$ cat config.mk
export PLATFORM = sky130hd
export DESIGN_NAME = perf_monitor_unit
export DESIGN_NICKNAME = d
export VERILOG_FILES = /design/src/rtl/perf_monitor_unit.sv
export SDC_FILE = /design/constraint.sdc
export NUM_CORES = 1
export LEC_CHECK = 0
export BUFFER_PORTS_ARGS = -buffer_cell sky130_fd_sc_hd__buf_2
export CORE_MARGIN = 5
export CORE_UTILIZATION = 50
export DETAILED_ROUTE_END_ITERATION = 7
export PLACE_DENSITY = 0.67
export SYNTH_ARGS = -nofsm -noshare
export SYNTH_HDL_FRONTEND = slang
export SYNTH_SLANG_ARGS = --single-unit
$ cat constraint.sdc
create_clock -name clk -period 3.6 [get_ports clk]
set_input_delay 0.9 -clock clk [delete_from_list [all_inputs] [get_ports clk]]
set_output_delay 0.9 -clock clk [all_outputs]
set_load 0.05 [all_outputs]
$ cat src/rtl/perf_monitor_unit.sv
// Performance monitor: programmable event counters, a saturating cycle counter
// with watchdog, halt freeze, and a registered one-cycle readout port.
module perf_monitor_unit #(
  parameter int NUM_CNT = 4,
  parameter int CNT_W   = 32,
  parameter int NUM_EVT = 8,
  parameter int TIMEOUT = 100000,
  localparam int IDX_W  = (NUM_CNT > 1) ? $clog2(NUM_CNT) : 1,
  localparam int SEL_W  = $clog2(NUM_EVT + 1),
  localparam int RD_W   = $clog2(NUM_CNT + 1)
) (
  input  logic               clk,
  input  logic               rst_n,
  input  logic [NUM_EVT-1:0] evt,
  input  logic               start,
  input  logic               halt,
  input  logic               clear,
  input  logic               cfg_wen,
  input  logic [IDX_W-1:0]   cfg_idx,
  input  logic [SEL_W-1:0]   cfg_sel,
  input  logic               cfg_sat,
  input  logic               rd_en,
  input  logic [RD_W-1:0]    rd_idx,
  output logic [CNT_W-1:0]   rd_data,
  output logic               rd_valid,
  output logic [NUM_CNT-1:0] ovf,
  output logic               timeout,
  output logic [1:0]         state
);

  typedef enum logic [1:0] {
    S_IDLE   = 2'b00,
    S_RUN    = 2'b01,
    S_FROZEN = 2'b10
  } state_e;

  state_e             state_q, state_d;
  logic [CNT_W-1:0]   cnt_q [NUM_CNT];
  logic [CNT_W-1:0]   cnt_d [NUM_CNT];
  logic [SEL_W-1:0]   sel_q [NUM_CNT];
  logic [SEL_W-1:0]   sel_d [NUM_CNT];
  logic [NUM_CNT-1:0] sat_q, sat_d;
  logic [NUM_CNT-1:0] ovf_q, ovf_d;
  logic [CNT_W-1:0]   cyc_q, cyc_d;
  logic               timeout_q, timeout_d;
  logic [CNT_W-1:0]   rd_data_q;
  logic               rd_valid_q;

  logic [NUM_EVT:0]   evt_ext;
  logic [NUM_CNT-1:0] hit;
  logic               wd_hit;
  logic [CNT_W-1:0]   rd_mux;

  // The extra top bit stands for the "every cycle" select value.
  assign evt_ext = {1'b1, evt};

  always_comb begin
    hit = '0;
    for (int k = 0; k < NUM_CNT; k++) begin
      for (int e = 0; e <= NUM_EVT; e++) begin
        if (sel_q[k] == SEL_W'(e)) hit[k] = evt_ext[e];
      end
    end
  end

  always_comb begin
    state_d   = state_q;
    cnt_d     = cnt_q;
    sel_d     = sel_q;
    sat_d     = sat_q;
    ovf_d     = ovf_q;
    cyc_d     = cyc_q;
    timeout_d = timeout_q;
    wd_hit    = 1'b0;
    if (clear) begin
      state_d = S_IDLE;
      for (int k = 0; k < NUM_CNT; k++) cnt_d[k] = '0;
      ovf_d     = '0;
      cyc_d     = '0;
      timeout_d = 1'b0;
    end else begin
      case (state_q)
        S_IDLE: begin
          if (halt)       state_d = S_FROZEN;
          else if (start) state_d = S_RUN;
        end
        S_RUN: begin
          for (int k = 0; k < NUM_CNT; k++) begin
            if (hit[k]) begin
              if (cnt_q[k] == '1) begin
                ovf_d[k] = 1'b1;
                if (!sat_q[k]) cnt_d[k] = '0;
              end else begin
                cnt_d[k] = cnt_q[k] + CNT_W'(1);
              end
            end
          end
          if (cyc_q != '1) cyc_d = cyc_q + CNT_W'(1);
          // Compare wide so a TIMEOUT beyond the counter range simply never fires.
          wd_hit = (TIMEOUT != 0) && (64'(cyc_d) == 64'(TIMEOUT));
          if (wd_hit) timeout_d = 1'b1;
          if (halt || wd_hit) state_d = S_FROZEN;
        end
        S_FROZEN: state_d = S_FROZEN;
        default:  state_d = S_IDLE;
      endcase
      // A configuration write overrides any count made by that counter this cycle.
      if (cfg_wen) begin
        for (int k = 0; k < NUM_CNT; k++) begin
          if (cfg_idx == IDX_W'(k)) begin
            sel_d[k] = cfg_sel;
            sat_d[k] = cfg_sat;
            cnt_d[k] = '0;
            ovf_d[k] = 1'b0;
          end
        end
      end
    end
  end

  always_comb begin
    rd_mux = '0;
    for (int k = 0; k < NUM_CNT; k++) begin
      if (rd_idx == RD_W'(k)) rd_mux = cnt_q[k];
    end
    if (rd_idx == RD_W'(NUM_CNT)) rd_mux = cyc_q;
  end

  always_ff @(posedge clk) begin
    if (!rst_n) begin
      state_q <= S_IDLE;
      for (int k = 0; k < NUM_CNT; k++) begin
        cnt_q[k] <= '0;
        sel_q[k] <= '0;
      end
      sat_q      <= '0;
      ovf_q      <= '0;
      cyc_q      <= '0;
      timeout_q  <= 1'b0;
      rd_data_q  <= '0;
      rd_valid_q <= 1'b0;
    end else begin
      state_q <= state_d;
      for (int k = 0; k < NUM_CNT; k++) begin
        cnt_q[k] <= cnt_d[k];
        sel_q[k] <= sel_d[k];
      end
      sat_q      <= sat_d;
      ovf_q      <= ovf_d;
      cyc_q      <= cyc_d;
      timeout_q  <= timeout_d;
      rd_valid_q <= rd_en;
      if (rd_en) rd_data_q <= rd_mux;
    end
  end

  assign rd_data  = rd_data_q;
  assign rd_valid = rd_valid_q;
  assign ovf      = ovf_q;
  assign timeout  = timeout_q;
  assign state    = state_q;

endmodule

==> results_tabular.tex, run 1 <==
\begin{tabular}{lr}
\hline
Metric & Value \\
\hline
\multicolumn{2}{l}{\textbf{Outcome}} \\
\quad Result of the run & finished clean \\
\multicolumn{2}{l}{\textbf{Setup path}} \\
\quad Reg2Reg Launch Point & cyc\_q[10] \\
\quad Critical R2R Capture & state[0] \\
\quad Worst R2R Path Depth & 9 \\
\quad Element type at the critical path end & register \\
\quad Kind of start point of the critical path & register \\
\quad Setup Crit Path Kind & register to register \\
\quad Worst path buffer plus inverter count & 0 \\
\quad Cell with the largest stage delay on the worst path & dfxtp\_1 \\
\quad CP max FO & 8 \\
\quad Setup slack on the worst flop-to-flop path & 520 ps \\
\quad Cell chain of the critical path & nand4\_4 > nor4\_4 > nand2\_2 > or4b\_1 > a22oi\_2 > nand4\_2 > o31ai\_4 > nand4\_1 > o41ai\_1 \\
\quad Dominant delay contributor by cell family on the critical path & simple AND/OR/NAND/NOR gates \\
\quad CP arrival & 3500 ps \\
\quad Worst path required time & between 4000 and 5000 ps \\
\quad Delay of the slowest critical-path stage & 580 ps \\
\multicolumn{2}{l}{\textbf{Finish}} \\
\quad Filler cells & 2324 \\
\quad Area growth from synthesis to final layout & 12.6\% \\
\quad Number of inserted diodes & 0 \\
\quad Number of nets in the layout & between 1500 and 2000 \\
\quad Highest-count cells in the layout ignoring fill and taps & dfxtp\_1 (220), nor2\_1 (177), nand2\_1 (111), nand3\_1 (108), a21oi\_1 (104) \\
\quad Share of layout cells above drive strength 1 & 12.9\% \\
\quad Area of all sequential standard cells & 4400 µm² \\
\quad Area occupied by multi-input gates & 7520 µm² \\
\quad Most common library cell in the layout ignoring fill and taps & dfxtp\_1 \\
\multicolumn{2}{l}{\textbf{Power}} \\
\quad Max rail drop VDD & 508 µV \\
\quad Static Leakage & 4.81 nW \\
\quad PD cells & about 390 nW/µm² \\
\multicolumn{2}{l}{\textbf{Floorplanning}} \\
\quad Starting density of the core & 50.8\% \\
\quad Total die area & 28100 µm² \\
\quad Core area & 24400 µm² \\
\quad Height of the die & 167 µm \\
\quad X dimension of the die & 167 µm \\
\quad I/O pin count & 65 \\
\quad Number of rows in the core area & 57 \\
\multicolumn{2}{l}{\textbf{STA}} \\
\quad Largest clock skew in the final design & 13.9 ps \\
\quad Setup repair after global routing missed its margin & false \\
\quad Max-slew violations & 0 \\
\quad Worst slew slack as a fraction of its limit & 37.6\% \\
\quad Final-layout setup total negative slack & 0 ps \\
\quad Share of the clock period used by the worst path after layout & 85.7\% \\
\quad Highest achievable clock rate & 324 MHz \\
\quad Number of setup violations in the final report & 0 \\
\quad Final Hold Fails & 0 \\
\quad Transition time of the tightest slew-check pin & 928 ps \\
\quad Min Tclk post-route & 3080 ps \\
\quad Hold slack & 463 ps \\
\multicolumn{2}{l}{\textbf{Routing}} \\
\quad Total routed wirelength & $\sim$38 mm \\
\quad DR vias & 11946 \\
\quad Vias per std cell & 6.31 \\
\quad Remaining design rule violation count & 0 \\
\quad Average routed wire per standard cell & 20.1 µm \\
\quad DRT iter0 DRCs & 1153 \\
\quad Residual antenna-violating net count after detailed routing & 0 \\
\quad Pre-Repair DR Iteration Count & 8 \\
\multicolumn{2}{l}{\textbf{Job}} \\
\quad Number of max-cap violations & 0 \\
\multicolumn{2}{l}{\textbf{CTS}} \\
\quad Num Clock Sinks & 220 \\
\quad CTS tree & built \\
\quad Root buffer cell & clkbuf\_16 \\
\quad Resize count post-CTS & 0 \\
\quad Clock edge transition at the registers on the reported setup and hold paths & 60 ps \\
\quad Worst-Skew Late Latency & 540 ps \\
\quad Hold-fix buffers, CTS & 0 \\
\quad CTS HTree Levels & 1 \\
\quad Clock buffer count from CTS & 25 \\
\quad Number of buffers on the longest clock path & 3 \\
\quad Count of buffers added by post-CTS timing repair for setup & 0 \\
\multicolumn{2}{l}{\textbf{Global route}} \\
\quad Global-route wire length before repair & roughly 60 mm \\
\quad Total congestion overflow & 0 \\
\quad Number of global-route vias before repair & 10875 \\
\quad Global-route usage over all layers & 26.0\% \\
\quad Number of antenna violations at the first check in global routing & 0 \\
\quad Largest net degree at the start of global routing & 54 \\
\multicolumn{2}{l}{\textbf{Logic synthesis}} \\
\quad Cell count after synthesis & 1508 \\
\quad Primary FF master, synth & dfxtp\_1 \\
\quad Syn Std Cell Area & 12400 µm² \\
\quad Post-synth EDFFs & 0 \\
\quad Sequential fraction of the synthesis area & about 36\% \\
\quad Register bit count reported by yosys & 220 \\
\quad Yosys warning total & 0 \\
\quad Mean area per synthesized cell & roughly 8.2 µm² \\
\quad Synthesized Nets & 1541 \\
\quad Unique cell type count in the Yosys netlist & 82 \\
\quad Share of synthesized registers carrying an async set or reset & 0\% \\
\multicolumn{2}{l}{\textbf{Min path}} \\
\quad Hold Path Cell Cnt & 2 \\
\quad Start point of the worst min-delay path & ovf[3] \\
\quad Path class of the lowest-slack min-delay path & register to register \\
\quad Endpoint of the worst hold path & ovf[3] \\
\multicolumn{2}{l}{\textbf{Place}} \\
\quad Detailed placer's ending HPWL & about 28 mm \\
\quad Buffers on Ports & 64 \\
\quad GPL Wtd Cong & 0.965 \\
\hline
\end{tabular}
==> through the flow <==
| stage | cells | total power, mW | cell area [µm²] | util, % | worst slack [ps] |
|---|---|---|---|---|---|
| after CTS | 1893 | 5.51 | 14000 | 57.2 | 531 |
| after global routing | 1893 | 5.65 | 14000 | 57.2 | 305 |
| after global placement | 1848 | 2.88 | 13100 | 53.7 | 307 |
| final | 1893 | 5.48 | 14000 | 57.2 | 517 |
| after floorplan | 1508 | 2.77 | 12400 | - | 703 |
| after detailed placement | 1848 | 2.88 | 13100 | 53.7 | 229 |
==> per-layer routing <==
layer  GRT usage [%]  part of all wire, %
met5               0                    0
met4            7.97                  3.3
met2            39.3                   43
met1            38.1                   46
met3            4.13                  7.8
==> flip-flops by register name, summed over array words and instances, names as in the netlist <==
register and flops:
sat_q 4, cyc_q 32, timeout 1, sel_q 16, state 2, ovf 4
cnt_q 128, rd_data 32, rd_valid 1
==> logic make-up (layout without fill, tap and decap cells) <==
logic type / after synthesis / count (layout) / share of synthesized area (%)
flip-flops: 220 / 220 / 35.5
AND/OR/NAND/NOR: 696 / 696 / 29.5
AO/OA/AOI/OAI: 327 / 327 / 18.7
buffers and inverters: 118 / 179 / 3.87
multiplexers: 86 / 86 / 7.90
adder cells (fa/ha/maj): 8 / 8 / 0.807
XOR/XNOR: 53 / 53 / 3.74
==> worst max path at each step <==
| stage | slack (ps) | from | end | depth (start not counted) |
|---|---|---|---|---|
| finish | 520 | cyc_q[10] | state[0] | 9 |
| detailed placement | 230 | evt[6] | cnt_q[95] | 9 |
| global placement | 310 | evt[3] | cnt_q[95] | 9 |
| global route | 300 | cyc_q[10] | state[0] | 9 |
| floorplan | 700 | evt[7] | cnt_q[54] | 9 |
| CTS | 530 | cyc_q[10] | state[0] | 9 |
==> worst register-to-register path, delay by kind of cell, from the launching register on <==
family             cells  cell delay, ps
DFF                    1             580
AOI/OAI and AO/OA      3             600
and+or+nand+nor        6            1800
==> power breakdown <==
part / leakage, nW / switching [mW] / internal [mW]
registers: 1.78 / 0.0207 / 2.46
clock network: 0.429 / 1.05 / 1.60
logic: 2.60 / 0.255 / 0.102
==> synth_stat cells, types with 25 or more instances <==
cell type	n	area (µm²)
nor3_1	36	180
o221ai_1	28	245
a22oi_1	32	240
xor2_1	32	280
nand4_1	44	275
nand2_1	111	417
and3_1	34	213
dfxtp_1	220	4400
o211ai_1	29	218
mux2i_1	63	631
clkbuf_1	66	248
o211a_1	32	320
nor2_1	177	664
a21oi_1	104	521
or3_1	39	244
o21ai_0	25	125
nand3_1	108	541
==> layout make-up <==
class | count | share of cell area [%]
clock buffers | 37 | 5.45
clock inverters | 8 | 0.672
inverters | 23 | 0.619
multi-input cells | 1170 | 53.9
flip-flops and latches | 220 | 31.6
well taps | 324 | 2.90
repair buffers | 111 | 4.91
Note: power is estimated with default switching activity, not from simulation.
==> run 2: changes to the inputs <==
--- a/config.mk
+++ b/config.mk
@@ -10,4 +10,5 @@
 export CORE_UTILIZATION = 50
 export DETAILED_ROUTE_END_ITERATION = 7
+export GPL_ROUTABILITY_DRIVEN = 0
 export PLACE_DENSITY = 0.67
 export SYNTH_ARGS = -nofsm -noshare
==> constraint.sdc (replaced) <==
create_clock -name clk -period 3.6 [get_ports clk]
set_input_delay 0.9 -clock clk [delete_from_list [all_inputs] [get_ports clk]]
set_output_delay 0.9 -clock clk [all_outputs]
set_load 0.005 [all_outputs]
==> run 2 against run 1 <==
  * Combinational power is 19% lower
  * Sequential power hardly changed
  * Maximum frequency is 3.2% lower
  * Die area stayed put
  * Clock-buffer cell count is 4 higher
  * Global-route usage is 0.28 points higher
  * Power is 2.0% lower
  * Core utilization is 0.23 points lower
  * Clock skew is 9.4 ps higher
  * Setup slack worse by 100 ps
  * Clock power is 2% lower
  * Highest routed layer unchanged
==> results_tabular.tex, run 2 (synthesis gave the netlist of run 1 again) <==
\begin{tabular}{lr}
\hline
Metric & Value \\
\hline
\multicolumn{2}{l}{\textbf{Power}} \\
\quad Overall power after layout & 5.37 mW \\
\quad Max rail drop VDD & 409 µV \\
\quad PD cells & 386 nW/µm² \\
\quad Static Leakage & around 4.8 nW \\
\multicolumn{2}{l}{\textbf{Routing}} \\
\quad DR vias & 12007 \\
\quad Remaining design rule violation count & 0 \\
\quad Average routed wire per standard cell & 20.1 µm \\
\quad Pre-Repair DR Iteration Count & 6 \\
\quad Met1 Routed Length & 17.2 mm \\
\quad Top layer reached by signal wires & met4 \\
\quad Vias per std cell & approximately 6.3 \\
\quad Residual antenna-violating net count after detailed routing & 0 \\
\quad Total routed wirelength & 38.1 mm \\
\quad Met3 Wirelength & between 2 and 3 mm \\
\quad Routed wl met2 & between 15 and 20 mm \\
\quad DRT iter0 DRCs & approximately 1200 \\
\multicolumn{2}{l}{\textbf{CTS}} \\
\quad Root buffer cell & clkbuf\_16 \\
\quad Clock edge transition at the registers on the reported setup and hold paths & roughly 60 ps \\
\quad CTS HTree Levels & 1 \\
\quad Number of buffers on the longest clock path & 3 \\
\quad Count of buffers added by post-CTS timing repair for setup & 0 \\
\quad Clock buffer count from CTS & 26 \\
\quad CTS tree & built \\
\quad Hold-fix buffers, CTS & 0 \\
\quad Num Clock Sinks & 220 \\
\quad Worst-Skew Late Latency & $\sim$550 ps \\
\quad Resize count post-CTS & 0 \\
\multicolumn{2}{l}{\textbf{Job}} \\
\quad Number of max-cap violations & 0 \\
\multicolumn{2}{l}{\textbf{STA}} \\
\quad Worst slew slack as a fraction of its limit & 38.7\% \\
\quad Max-slew violations & 0 \\
\quad Min Tclk post-route & 3190 ps \\
\quad Highest achievable clock rate & 314 MHz \\
\quad Share of the clock period used by the worst path after layout & 88.5\% \\
\quad Hold slack & 460 ps \\
\quad Setup repair after global routing missed its margin & false \\
\quad Final Hold Fails & 0 \\
\quad Transition time of the tightest slew-check pin & 912 ps \\
\quad Final-layout setup total negative slack & 0 ps \\
\quad Number of setup violations in the final report & 0 \\
\quad Largest clock skew in the final design & $\sim$23 ps \\
\multicolumn{2}{l}{\textbf{Setup path}} \\
\quad Element type at the critical path end & register \\
\quad CP arrival & 3590 ps \\
\quad Setup Crit Path Kind & register to register \\
\quad Reg2Reg Launch Point & cyc\_q[1] \\
\quad Worst path required time & 4010 ps \\
\quad Worst R2R Path Depth & 11 \\
\quad CP max FO & 6 \\
\quad Crit path launch & cyc\_q[1] \\
\quad Kind of start point of the critical path & register \\
\multicolumn{2}{l}{\textbf{Finish}} \\
\quad Post-route core utilization & 57.0\% \\
\quad Area growth from synthesis to final layout & 12.1\% \\
\quad Most common library cell in the layout ignoring fill and taps & dfxtp\_1 \\
\quad Largest reg by FF count & cnt\_q \\
\quad Highest-count cells in the layout ignoring fill and taps & dfxtp\_1 (220), nor2\_1 (177), nand2\_1 (111), nand3\_1 (108), a21oi\_1 (104) \\
\quad Final design area excluding fillers & between 10000 and 15000 µm² \\
\quad Share of layout cells above drive strength 1 & 12.4\% \\
\quad Largest register FFs & around 130 \\
\quad Number of nets in the layout & between 1500 and 2000 \\
\quad Number of inserted diodes & 0 \\
\multicolumn{2}{l}{\textbf{Global route}} \\
\quad Global-route wire length before repair & 60.9 mm \\
\quad Global-route usage over all layers & 26.2\% \\
\quad Total congestion overflow & 0 \\
\quad Number of antenna violations at the first check in global routing & 0 \\
\quad Number of global-route vias before repair & 11042 \\
\quad Largest net degree at the start of global routing & 54 \\
\multicolumn{2}{l}{\textbf{Place}} \\
\quad Placed standard-cell area & 13100 µm² \\
\quad Buffers on Ports & 64 \\
\quad Detailed placer's ending HPWL & 28.0 mm \\
\multicolumn{2}{l}{\textbf{Floorplanning}} \\
\quad X dimension of the die & 167 µm \\
\quad I/O pin count & 65 \\
\quad Starting density of the core & 50.8\% \\
\quad Number of rows in the core area & 57 \\
\quad Total die area & 28100 µm² \\
\quad Core area & 24400 µm² \\
\quad Height of the die & 167 µm \\
\multicolumn{2}{l}{\textbf{Outcome}} \\
\quad Result of the run & finished clean \\
\multicolumn{2}{l}{\textbf{Min path}} \\
\quad Start point of the worst min-delay path & ovf[0] \\
\quad Hold Path Cell Cnt & 2 \\
\quad Path class of the lowest-slack min-delay path & register to register \\
\hline
\end{tabular}
run 2: cell count changes in the layout (fill, tap and decap cells not counted), sizes merged:
cell | previous run | this run
buf | 111 | 107
bufinv | 2 | 1
clkbuf | 37 | 41
clkinv | 6 | 4
clkinvlp | 0 | 1
run 2: area by class of cell:
class	count	area, µm²
fill	2361	10500
multi-input combinational	1170	7520
sequential	220	4400
clock buffer	41	767
timing repair buffer	107	643
tap	324	405
inverter	23	86.3
clock inverter	6	75.1
run 2: power breakdown:
part / total, mW / switching, mW / internal (mW)
combinational: 0.289 / 0.190 / 0.0988
sequential: 2.48 / 0.0204 / 2.46
clock: 2.60 / 1.07 / 1.53
total: 5.37 / 1.28 / 4.09
run 2: per-layer routing:
layer | vias to the layer above | GRT usage, %
met4 | 0 | 8.05
met2 | 524 | 40.4
met3 | 79 | 3.37
met5 | - | 0
met1 | 5740 | 38.4
li1 | 5664 | -
run 2: final timing paths:
| kind | endpoint | slack (ps) |
|---|---|---|
| setup / recovery | state[0] | 410 |
| hold / removal | ovf[0] | 460 |
| setup reg to reg | state[0] | 410 |
| hold reg to reg | ovf[0] | 460 |
run 2: metrics by stage:
step	cells	setup WS, ps
after global routing	1891	213
after global placement	1844	341
after CTS	1891	519
final	1891	414
after detailed placement	1844	250
after floorplan	1508	703
run 2: critical path: stages, from the launching register on:
cell       delay (ps)
dfxtp_1           480
ha_1              340
and3_1            240
nand3_1           180
buf_4             200
a2111oi_0         340
o2bb2ai_1         180
a2111oi_2         320
nand4_2           210
o31ai_4           330
nand4_1           130
o41ai_1           100
==> run 3: changes to the inputs <==
Settings changed: CORE_ASPECT_RATIO set to 0.9.
Clock period 3.6 ns to 3.41 ns, I/O delays scaled along.
==> run 3 against run 2 <==
  * Clock-buffer cell count down 4
  * Register-to-register slack got worse by 160 ps
  * Worst hold slack better by 12 ps
  * Critical endpoint is now state[1]
==> results_tabular.tex, run 3 (synthesis gave the netlist of run 1 again) <==
\begin{tabular}{lr}
\hline
Metric & Value \\
\hline
\multicolumn{2}{l}{\textbf{Setup path}} \\
\quad Reg2Reg Launch Point & cyc\_q[0] \\
\quad Element type at the critical path end & register \\
\quad Setup Crit Path Kind & register to register \\
\quad Cell with the largest stage delay on the worst path & dfxtp\_1 \\
\quad Cell chain of the critical path & ha\_1 > nand4\_1 > or4\_4 > nor4\_4 > buf\_4 > nor2\_1 > a2111oi\_4 > nand4\_2 > o31ai\_4 > o211ai\_1 > o41ai\_1 \\
\quad CP max FO & 11 \\
\quad Delay of the slowest critical-path stage & 480 ps \\
\quad Kind of start point of the critical path & register \\
\quad Worst path required time & 3820 ps \\
\quad CP arrival & 3570 ps \\
\quad Crit path launch & cyc\_q[0] \\
\multicolumn{2}{l}{\textbf{Routing}} \\
\quad Vias per std cell & 6.31 \\
\quad Residual antenna-violating net count after detailed routing & 0 \\
\quad Pre-Repair DR Iteration Count & 6 \\
\quad Remaining design rule violation count & 0 \\
\quad Total routed wirelength & $\sim$38 mm \\
\quad DR vias & 11910 \\
\quad DRT iter0 DRCs & 1381 \\
\quad Average routed wire per standard cell & between 20 and 25 µm \\
\multicolumn{2}{l}{\textbf{Power}} \\
\quad Sequential Power Share & 48.3\% \\
\quad Max rail drop VDD & 315 µV \\
\quad Fraction of power consumed by combinational cells & around 5.7\% \\
\quad Int Pwr & 4.13 mW \\
\quad PD cells & 389 nW/µm² \\
\quad Static Leakage & 4.80 nW \\
\quad Fraction of power consumed by the clock network & 46.0\% \\
\quad Switching power summed over all nets & 1.29 mW \\
\quad Switching share of power & 23.7\% \\
\multicolumn{2}{l}{\textbf{STA}} \\
\quad Final-layout setup total negative slack & 0 ps \\
\quad Transition time of the tightest slew-check pin & 922 ps \\
\quad Max-slew violations & 0 \\
\quad Hold slack & 472 ps \\
\quad Min Tclk post-route & 3160 ps \\
\quad Share of the clock period used by the worst path after layout & 92.6\% \\
\quad Number of setup violations in the final report & 0 \\
\quad Worst slew slack as a fraction of its limit & 38.4\% \\
\quad Final Hold Fails & 0 \\
\quad Highest achievable clock rate & 317 MHz \\
\quad Largest clock skew in the final design & between 9 and 10 ps \\
\multicolumn{2}{l}{\textbf{CTS}} \\
\quad Clock buffer count from CTS & 25 \\
\quad Number of buffers on the longest clock path & 3 \\
\quad CTS tree & built \\
\quad CTS HTree Levels & 1 \\
\quad Worst-Skew Late Latency & about 520 ps \\
\quad Root buffer cell & clkbuf\_16 \\
\quad Clock edge transition at the registers on the reported setup and hold paths & 60 ps \\
\quad Hold-fix buffers, CTS & 0 \\
\quad Num Clock Sinks & 220 \\
\multicolumn{2}{l}{\textbf{Finish}} \\
\quad Filler cells & between 2000 and 2500 \\
\quad Post-Layout Cell Count & between 1500 and 2000 \\
\quad Area growth from synthesis to final layout & 12.2\% \\
\quad Share of layout cells above drive strength 1 & 13.1\% \\
\quad Most common library cell in the layout ignoring fill and taps & dfxtp\_1 \\
\quad Largest reg by FF count & cnt\_q \\
\quad Number of nets in the layout & 1596 \\
\quad Highest-count cells in the layout ignoring fill and taps & dfxtp\_1 (220), nor2\_1 (177), nand2\_1 (111), nand3\_1 (108), a21oi\_1 (104) \\
\quad Number of inserted diodes & 0 \\
\quad Largest register FFs & 128 \\
\multicolumn{2}{l}{\textbf{Place}} \\
\quad Detailed placer's ending HPWL & 27.9 mm \\
\quad Post-placement cell count & $\sim$1800 \\
\quad Buffers on Ports & 64 \\
\multicolumn{2}{l}{\textbf{Floorplanning}} \\
\quad I/O pin count & between 60 and 70 \\
\quad Number of rows in the core area & 54 \\
\quad Total die area & about 28000 µm² \\
\quad Height of the die & 159 µm \\
\quad Starting density of the core & 51.0\% \\
\quad Core area & 24300 µm² \\
\quad X dimension of the die & 176 µm \\
\multicolumn{2}{l}{\textbf{Global route}} \\
\quad Global-route wire length before repair & 60.7 mm \\
\quad Number of global-route vias before repair & 10960 \\
\quad Global-route usage over all layers & 26.3\% \\
\quad Total congestion overflow & 0 \\
\quad Number of antenna violations at the first check in global routing & 0 \\
\quad Largest net degree at the start of global routing & 63 \\
\multicolumn{2}{l}{\textbf{Min path}} \\
\quad Start point of the worst min-delay path & rd\_data[12] \\
\quad Path class of the lowest-slack min-delay path & register to register \\
\multicolumn{2}{l}{\textbf{Job}} \\
\quad Number of max-cap violations & 0 \\
\multicolumn{2}{l}{\textbf{Outcome}} \\
\quad Result of the run & finished clean \\
\hline
\end{tabular}
-- run 3: cell count changes in the layout (fill, tap and decap cells not counted), sizes merged --
| cell | before | now |
|---|---|---|
| buf | 107 | 123 |
| clkbuf | 41 | 37 |
| bufinv | 1 | 0 |
| clkinv | 4 | 5 |
| inv | 23 | 22 |
-- run 3: final timing paths --
check                      to  slack (ps)  cells past startpoint
setup / recovery     state[1]         250                     11
hold / removal    rd_data[12]         470                      1
setup reg to reg     state[1]         250                     11
hold reg to reg   rd_data[12]         470                      1
-- run 3: power by group through the flow --
stage | clock [mW] | combinational (mW) | sequential (mW)
global route | 2.65 | 0.333 | 2.62
CTS | 2.53 | 0.306 | 2.62
detailed placement | 0 | 0.306 | 2.67
floorplan | 0 | 0.186 | 2.67
finish | 2.49 | 0.309 | 2.62
global placement | 0 | 0.300 | 2.67
-- run 3: timing repair --
| action | 4_1_cts | 5_1_grt |
|---|---|---|
| gates resized for setup | 0 | 2 |
| setup buffers | 0 | 2 |
| setup endpoints to repair | 0 | 2 |
-- run 3: cell type report --
type / instances / area (µm²) / share of cell area [%]
clock buffer: 37 / 711 / 5.11
clock inverter: 5 / 27.5 / 0.198
inverter: 23 / 86.3 / 0.620
multi-input combinational: 1170 / 7530 / 54.1
sequential: 220 / 4400 / 31.6
tap: 308 / 385 / 2.77
timing repair buffer: 123 / 776 / 5.57
-- run 3: through the flow --
stage / power, mW / cell area, µm² / setup slack, ps / util [%]
3_3_place_gp: 2.97 / 13200 / 241 / 54.1
4_1_cts: 5.46 / 13900 / 166 / 57.1
5_1_grt: 5.60 / 13900 / -34.8 / 57.2
2_1_floorplan: 2.86 / 12400 / 560 / -
6_report: 5.42 / 13900 / 253 / 57.2
3_5_place_dp: 2.98 / 13200 / 193 / 54.1
-- run 3: critical path: cells and delay by family, from the launching register on --
kind	cells	cell delay, ps
buf+inv	1	210
simple gates	5	1160
compound gates	4	880
flops	1	480
fa+ha+maj	1	320
-- run 3: routing by layer --
| layer | GRT usage, % | wire [µm] | vias up |
|---|---|---|---|
| met2 | 38.6 | 16000 | 408 |
| met5 | 0 | 0 | - |
| met4 | 7.23 | 1130 | 0 |
| met1 | 39.7 | 18200 | 5728 |
| li1 | - | - | 5708 |
| met3 | 4.61 | 2650 | 66 |
